===== config.mk =====
export PLATFORM = sky130hd
export DESIGN_NAME = uart_tx_fifo_reader_flat
export DESIGN_NICKNAME = d
export VERILOG_FILES = /design/src/rtl/uart_tx_fifo_reader_if.sv /design/src/rtl/uart_tx_fifo_reader.sv /design/src/flat_wrapper.sv
export SDC_FILE = /design/constraint.sdc
export NUM_CORES = 1
export LEC_CHECK = 0
export ABC_AREA = 1
export CORE_MARGIN = 2
export CORE_UTILIZATION = 40
export CTS_CLUSTER_SIZE = 12
export DETAILED_ROUTE_END_ITERATION = 7
export PLACE_DENSITY = 0.61
export SYNTH_ARGS = -nofsm -noshare
export SYNTH_HDL_FRONTEND = slang
export SYNTH_SLANG_ARGS = --single-unit

===== constraint.sdc =====
create_clock -name clk -period 2 [get_ports clk]
set_input_delay 0.4 -clock clk [delete_from_list [all_inputs] [get_ports clk]]
set_output_delay 0.4 -clock clk [all_outputs]
set_load 0.01 [all_outputs]

===== src/rtl/uart_tx_fifo_reader_if.sv =====
// FIFO read-port bundle between a byte FIFO and its UART transmit consumer.
// The consumer (master) drives the read strobe; the FIFO (slave) returns empty and data.
interface uart_tx_fifo_reader_if;
   logic       fifo_empty;
   logic [7:0] fifo_rdata;
   logic       fifo_rd;

   modport master (
      input  fifo_empty,
      input  fifo_rdata,
      output fifo_rd
   );

   modport slave (
      output fifo_empty,
      output fifo_rdata,
      input  fifo_rd
   );
endinterface


===== src/rtl/uart_tx_fifo_reader.sv =====
// Pops bytes from a FIFO read port one at a time and sends each as a UART 8N1/8N2 frame,
// LSB first. All outputs are registered; a frame is never interrupted by a FIFO read.
module uart_tx_fifo_reader #(
   parameter int unsigned CLKS_PER_BIT = 868,
   parameter int unsigned STOP_BITS    = 1
) (
   input  logic                         clk,
   input  logic                         rst_n,
   uart_tx_fifo_reader_if.master        fifo,
   output logic                         tx,
   output logic                         busy,
   output logic                         tx_done
);

   localparam int unsigned BaudW = (CLKS_PER_BIT > 1) ? $clog2(CLKS_PER_BIT) : 1;
   localparam logic [BaudW-1:0] BaudLast   = BaudW'(CLKS_PER_BIT - 1);
   localparam logic [BaudW-1:0] BaudPenult = BaudW'(CLKS_PER_BIT - 2);
   localparam logic             StopLast   = 1'(STOP_BITS - 1);

   typedef enum logic [2:0] {
      StIdle,
      StRd,
      StLatch,
      StStart,
      StData,
      StStop
   } state_e;

   state_e            state_q, state_d;
   logic [BaudW-1:0]  baud_q, baud_d;
   logic [2:0]        bit_idx_q, bit_idx_d;
   logic              stop_q, stop_d;
   logic [7:0]        shift_q, shift_d;
   logic              tx_q, tx_d;
   logic              rd_q, rd_d;
   logic              busy_q, busy_d;
   logic              done_q, done_d;

   logic baud_wrap;
   assign baud_wrap = (baud_q == BaudLast);

   always_comb begin
      state_d   = state_q;
      baud_d    = baud_q;
      bit_idx_d = bit_idx_q;
      stop_d    = stop_q;
      shift_d   = shift_q;
      tx_d      = tx_q;
      rd_d      = 1'b0;
      busy_d    = busy_q;
      done_d    = 1'b0;

      unique case (state_q)
         StIdle: begin
            tx_d   = 1'b1;
            baud_d = '0;
            if (!fifo.fifo_empty) begin
               rd_d    = 1'b1;
               busy_d  = 1'b1;
               state_d = StRd;
            end
         end
         // The FIFO updates rdata on the edge that leaves this state.
         StRd: begin
            state_d = StLatch;
         end
         StLatch: begin
            shift_d = fifo.fifo_rdata;
            tx_d    = 1'b0;
            baud_d  = '0;
            state_d = StStart;
         end
         StStart: begin
            if (baud_wrap) begin
               baud_d    = '0;
               tx_d      = shift_q[0];
               bit_idx_d = '0;
               state_d   = StData;
            end else begin
               baud_d = baud_q + 1'b1;
            end
         end
         StData: begin
            if (baud_wrap) begin
               baud_d = '0;
               if (bit_idx_q == 3'd7) begin
                  tx_d      = 1'b1;
                  stop_d    = 1'b0;
                  bit_idx_d = '0;
                  state_d   = StStop;
               end else begin
                  bit_idx_d = bit_idx_q + 3'd1;
                  shift_d   = shift_q >> 1;
                  tx_d      = shift_q[1];
               end
            end else begin
               baud_d = baud_q + 1'b1;
            end
         end
         StStop: begin
            tx_d = 1'b1;
            // Raised one edge early so the registered pulse lands on the final stop cycle.
            if ((stop_q == StopLast) && (baud_q == BaudPenult)) begin
               done_d = 1'b1;
            end
            if (baud_wrap) begin
               baud_d = '0;
               if (stop_q == StopLast) begin
                  stop_d  = 1'b0;
                  busy_d  = 1'b0;
                  state_d = StIdle;
               end else begin
                  stop_d = stop_q + 1'b1;
               end
            end else begin
               baud_d = baud_q + 1'b1;
            end
         end
         default: begin
            state_d = StIdle;
         end
      endcase
   end

   always_ff @(posedge clk or negedge rst_n) begin
      if (!rst_n) begin
         state_q   <= StIdle;
         baud_q    <= '0;
         bit_idx_q <= '0;
         stop_q    <= 1'b0;
         shift_q   <= '0;
         tx_q      <= 1'b1;
         rd_q      <= 1'b0;
         busy_q    <= 1'b0;
         done_q    <= 1'b0;
      end else begin
         state_q   <= state_d;
         baud_q    <= baud_d;
         bit_idx_q <= bit_idx_d;
         stop_q    <= stop_d;
         shift_q   <= shift_d;
         tx_q      <= tx_d;
         rd_q      <= rd_d;
         busy_q    <= busy_d;
         done_q    <= done_d;
      end
   end

   assign fifo.fifo_rd = rd_q;
   assign tx           = tx_q;
   assign busy         = busy_q;
   assign tx_done      = done_q;

endmodule


===== src/flat_wrapper.sv =====
// flat-port wrapper written by rule: the top's interface ports become plain ports
module uart_tx_fifo_reader_flat 
#(
   parameter int unsigned CLKS_PER_BIT = 868,
   parameter int unsigned STOP_BITS    = 1
)
  (clk, rst_n, tx, busy, tx_done, fifo_fifo_empty, fifo_fifo_rdata, fifo_fifo_rd);
  uart_tx_fifo_reader_if fifo_i ();
  input  logic clk;
  input  logic rst_n;
  output logic tx;
  output logic busy;
  output logic tx_done;
  input wire logic [$bits(fifo_i.fifo_empty)-1:0] fifo_fifo_empty;
  input wire logic [$bits(fifo_i.fifo_rdata)-1:0] fifo_fifo_rdata;
  output wire logic [$bits(fifo_i.fifo_rd)-1:0] fifo_fifo_rd;
  assign fifo_i.fifo_empty = fifo_fifo_empty;
  assign fifo_i.fifo_rdata = fifo_fifo_rdata;
  assign fifo_fifo_rd = fifo_i.fifo_rd;
  uart_tx_fifo_reader #(.CLKS_PER_BIT(CLKS_PER_BIT), .STOP_BITS(STOP_BITS)) u_core (.clk(clk), .rst_n(rst_n), .fifo(fifo_i), .tx(tx), .busy(busy), .tx_done(tx_done));
endmodule

==> flow_summary.toml, run 1 <==
[place]
dpl-instance-area_um2 = 1800
dp_hpwl_um = 2410
port_buffers = 14
gp_congestion = 0.842

[pwr]
netSwitchingFraction = 0.419
pwr-share-comb = 0.432
finalPower_mw = 2.17
ir_drop_mv = 0.726
power_leakage_nw = 0.964
switchingPower_mw = 0.909
clock_power_share = 0.157
p_seq_frac = 0.411
power.internal_mw = 1.26
p_per_area_nw_per_um2 = 1170

[cells_and_area]
fin_util = 0.495
nets = 251
diodes = 0
syn_to_final_growth_pct = 15.7
design_area_um2 = 1850
drive_gt1_frac = 0.0894

[floorplanning]
die_w_um = 67.3
coreArea_um2 = 3740
die_h_um = 67.3
rows = 22
dieArea_um2 = 4530
ios = 15
initial_core_util = 0.428

[logic_synthesis]
syn_inst = 217
ys_seq_area_frac = 0.438
synth-seq-cells = 28
syn_nets = 232
synthesis.area_um2 = 1600
yosys_warnings = 0
synth_largest_area_cell = "dfrtp_1"
synth_area_leaders = "dfrtp_1 42%, nand2_1 21%, nand3_1 7.2%, inv_1 4.9%, ha_1 3.1%"
synth_top_area_share = 0.422
synth.avg_cell_area_um2 = 7.38
synth_cell_type_count = 25

[worst_setup_path]
slowest_stage = "dfstp_2"
crit_fanout = 2
worstPathArrival_ns = 1.34
path_delay_family = "flip-flops"
cp-start-kind = "flop"
cp-end-kind = "primary output"
path_cells = "clkdlybuf4s50_1"
criticalPathCategory = "flop to primary output"
critPathRequiredTime_ns = 1.60
critPathMaxStageDelay_ns = 0.54
crit_buf_inv = 1

[clocking]
clk_root_buffer_cell = "clkbuf_8"
post_cts_resized = 0
cts_buffers = 3
insertion_delay_ns = 0.27
postCtsSetupBuffers = 0
path_clk_slew_ns = 0.09
cts_hold_buf = 0
htree_levels = 1
cts_buffer_depth = 2
cts_tree = "done"
clkSinkCount = 28

[grt]
gr-usage-met2 = 0.212
grt_use_met1 = 0.244
overflow = 0
grt_pass1_wl_um = 5300
grtUsageMet3 = 0.0400
grt_max_degree = 29
grt_pass1_vias = 1144
antenna_found_initial = 0
grt_busiest_layer = "met1"
grt_usage = 0.156

[drt]
via_count = 1342
drc = 0
via_per_inst = 4.74
wl_um = 3090
first_pass_iters = 4
ant_nets = 0
wire_per_inst_um = 10.9
drtIter0Drc = 135

[timing]
rsz0062_at_grt = "no"
fin_crit_ns = 1.74
fmax_mhz = 576
skew_ns = 0.00295
slew_headroom = 0.774
finalHoldViolCount = 0
tightest_slew_ns = 0.339
fin_crit_sh = 0.869
slew_viol_final = 0
setup_tns_ns = 0
setup_viol = 0

[hold_path]
min_path_type = "flop to flop"

[flow_run]
maxCapViolCount = 0

[run_status]
status = "finished, final reports clean"
-- kinds of logic after synthesis --
kind of cell / share of synthesized area
flip-flops: 0.438
XOR/XNOR: 0.0219
AO/OA/AOI/OAI: 0.0594
buffers and inverters: 0.0609
adder cells (fa/ha/maj): 0.0313
AND/OR/NAND/NOR: 0.388
-- area by class of cell --
cell class | count | area, µm²
well taps | 48 | 60.1
repair buffers | 15 | 148
multi-input cells | 165 | 802
inverters | 23 | 86.3
fillers | 379 | 1890
clock buffers | 4 | 55.1
flip-flops and latches | 28 | 702
-- power by group through the flow --
stage	sequential, mW	combinational [mW]	clock, mW
2_1_floorplan	0.876	0.708	0
3_3_place_gp	0.908	0.947	0
3_5_place_dp	0.898	0.954	0
4_1_cts	0.892	0.954	0.355
5_1_grt	0.919	1.08	0.389
6_report	0.892	0.936	0.340
-- path summary, 6_finish.rpt --
check	start	endpoint	slack [ns]	depth (start not counted)
min in group asynchronous	rst_n	u_core.baud_q[3]$_DFFE_PN0P_	0.49	2
worst min register to register	u_core.bit_idx_q[1]$_DFFE_PN0P_	u_core.bit_idx_q[1]$_DFFE_PN0P_	0.48	2
worst max-delay path	u_core.tx$_DFFE_PN1P_	tx	0.26	1
worst min-delay path	u_core.bit_idx_q[1]$_DFFE_PN0P_	u_core.bit_idx_q[1]$_DFFE_PN0P_	0.48	2
max in group asynchronous	rst_n	u_core.tx$_DFFE_PN1P_	1.21	2
worst max register to register	u_core.state_q[0]$_DFFE_PN0P_	u_core.shift_q[4]$_DFFE_PN0P_	0.36	8
-- registers in the layout, indices dropped and copies added (netlist names) --
name	flops
u_core.tx_done	1
u_core.bit_idx_q	3
u_core.baud_q	10
u_core.busy	1
u_core.shift_q	8
u_core.fifo.fifo_rd	1
u_core.tx	1
u_core.state_q	3
-- synthesized netlist by cell type (all sizes together) --
cell / count
nand3: 25
nor3: 2
nor2: 13
nand2: 96
dfrtp: 27
dfstp: 1
inv: 23
or2: 1
o21ai: 12
nand4: 3
xor2: 4
ha: 4
a21oi: 3
buf: 1
o22ai: 2
-- cells in the final DEF (no fill, tap or decap), drive strengths merged, types with 2 or more instances in the layout --
| master | count |
|---|---|
| a21oi | 3 |
| clkbuf | 4 |
| clkdlybuf4s50 | 14 |
| dfrtp | 27 |
| ha | 4 |
| inv | 23 |
| nand2 | 96 |
| nand3 | 25 |
| nand4 | 3 |
| nor2 | 13 |
| nor3 | 2 |
| o21ai | 12 |
| o22ai | 2 |
| xor2 | 4 |
-- through the flow --
stage	std cells	setup slack, ns	hold slack [ns]
after floorplan	217	0.650	0.104
after global placement	279	0.441	0.462
after detailed placement	279	0.375	0.468
after CTS	283	0.246	0.489
after global routing	283	0.158	0.508
final	283	0.263	0.482
-- routing by layer --
metal,up-vias,wire (µm)
met5,-,0
met4,0,29
met3,4,122
li1,727,-
met1,589,1660
met2,22,1280
No activity file was read; power rests on OpenSTA's default activity.
==> run 2, diff against run 1 <==
CORE_UTILIZATION = 60   (was 40)
PLACE_DENSITY = 0.85   (was 0.61)
==> run 2 against run 1 <==
  * Combinational power grew 4.4%
  * Clock power shrank 17%
  * Worst setup slack lost 0.075 ns
  * Sequential share of layout area grew 0.86 points
  * First-iteration DRC count shrank 57%
  * Worst hold slack lost 0.074 ns
  * Critical path type unchanged
  * Die area shrank 32%
  * Clock skew grew 0.010 ns
==> flow_summary.toml, run 2 (synthesized netlist as in run 1, its figures left out) <==
[cells_and_area]
design_area_um2 = 1810
largestRegisters = "u_core.baud_q: 10 flops, u_core.shift_q: 8 flops"
most-common-layout-cells = "90 x nand2_1, 27 x dfrtp_1, 23 x nand3_1"
final_common_cell = "nand2_1"
drive_gt1_frac = 0.0894
syn_to_final_growth_pct = 13.1
diodes = 0
regMostFlops = "u_core.baud_q"
fin_cells = 265
nets = 251
largest_reg_flops = 10

[pwr]
ir_drop_mv = 0.991
power_leakage_nw = 0.956
p_per_area_nw_per_um2 = 1200

[drt]
dr_wl_met3_um = 227
drt-met1-wl_um = 1600
first_pass_iters = 4
drtIter0Drc = 58
drc = 0
top_layer = "met4"
dr_wl_met2_um = 1630
wl_um = 3490
via_count = 1454
via_per_inst = 5.49
wire_per_inst_um = 13.2
ant_nets = 0

[worst_setup_path]
cp-start-kind = "flop"
crit_buf_inv = 1
critPathMaxStageDelay_ns = 0.56
critPathRequiredTime_ns = 1.60
r2r_cells = 8
crit_path_start = "u_core.tx$_DFFE_PN1P_"
path_delay_family = "flip-flops"
slowest_stage = "dfstp_2"
cp-end-kind = "primary output"
path_cells = "clkdlybuf4s50_1"
worstPathArrival_ns = 1.41
timing.rr.start = "u_core.state_q[0]$_DFFE_PN0P_"
criticalPathCategory = "flop to primary output"
crit_cells = 1
crit_fanout = 2

[place]
port_buffers = 14
gp_congestion = 0.895
dp_hpwl_um = 2690
dpl.cell_count = 261
dpl-instance-area_um2 = 1780

[floorplanning]
rows = 18
die_w_um = 55.7
initial_core_util = 0.641
dieArea_um2 = 3100
coreArea_um2 = 2500
ios = 15
die_h_um = 55.7

[clocking]
insertion_delay_ns = 0.34
post_cts_resized = 0
cts_buffer_depth = 2
postCtsSetupBuffers = 0
clk_root_buffer_cell = "clkbuf_4"
clkSinkCount = 28
cts_tree = "done"
cts_hold_buf = 0
htree_levels = 1
cts_buffers = 3
path_clk_slew_ns = 0.15

[timing]
slew_headroom = 0.771
fmax_mhz = 552
tightest_slew_ns = 0.344
setup_viol = 0
finalHoldViolCount = 0
rsz0062_at_grt = "no"
fin_crit_sh = 0.906
fin_crit_ns = 1.81
skew_ns = 0.0131
setup_tns_ns = 0
slew_viol_final = 0

[grt]
grt_usage = 0.255
grt_max_degree = 29
overflow = 0
grt_pass1_vias = 1398
grt_pass1_wl_um = 6270
antenna_found_initial = 0

[run_status]
status = "finished, final reports clean"

[hold_path]
min_path_type = "input pin to asynchronous set/reset pin"

[flow_run]
maxCapViolCount = 0
==> run 2: where the power goes <==
group / internal (mW) / total, mW / switching, mW
registers: 0.742 / 0.907 / 0.166
clock network: 0.112 / 0.281 / 0.169
logic: 0.341 / 0.977 / 0.636
total: 1.19 / 2.17 / 0.971
==> run 2: worst paths after layout <==
check,endpoint,slack [ns]
max,tx,0.19
min,u_core.baud_q[3]$_DFFE_PN0P_,0.41
max reg2reg,u_core.shift_q[5]$_DFFE_PN0P_,0.31
min reg2reg,u_core.bit_idx_q[1]$_DFFE_PN0P_,0.51
max in group asynchronous,u_core.tx$_DFFE_PN1P_,1.28
min in group clk,u_core.bit_idx_q[1]$_DFFE_PN0P_,0.51
==> run 2: per-stage QoR <==
stage | hold slack (ns) | power (mW) | setup WS [ns] | utilization
2_1_floorplan | 0.104 | 1.58 | 0.650 | -
3_3_place_gp | 0.460 | 1.81 | 0.479 | 0.710
3_5_place_dp | 0.478 | 1.87 | 0.353 | 0.710
4_1_cts | 0.426 | 2.16 | 0.182 | 0.725
5_1_grt | 0.443 | 2.35 | 0.126 | 0.725
6_report | 0.408 | 2.17 | 0.188 | 0.725
==> run 2: metal layers <==
layer	GRT usage	vias to the layer above
li1	-	723
met1	0.348	681
met4	0.0627	0
met3	0.0605	4
met2	0.412	46
met5	0	-
==> run 2: layout make-up <==
cell class | instances | area (µm²)
timing repair buffer | 15 | 148
inverter | 23 | 86.3
clock buffer | 4 | 36.3
fill | 199 | 688
multi-input combinational | 165 | 802
sequential | 28 | 702
tap | 30 | 37.5
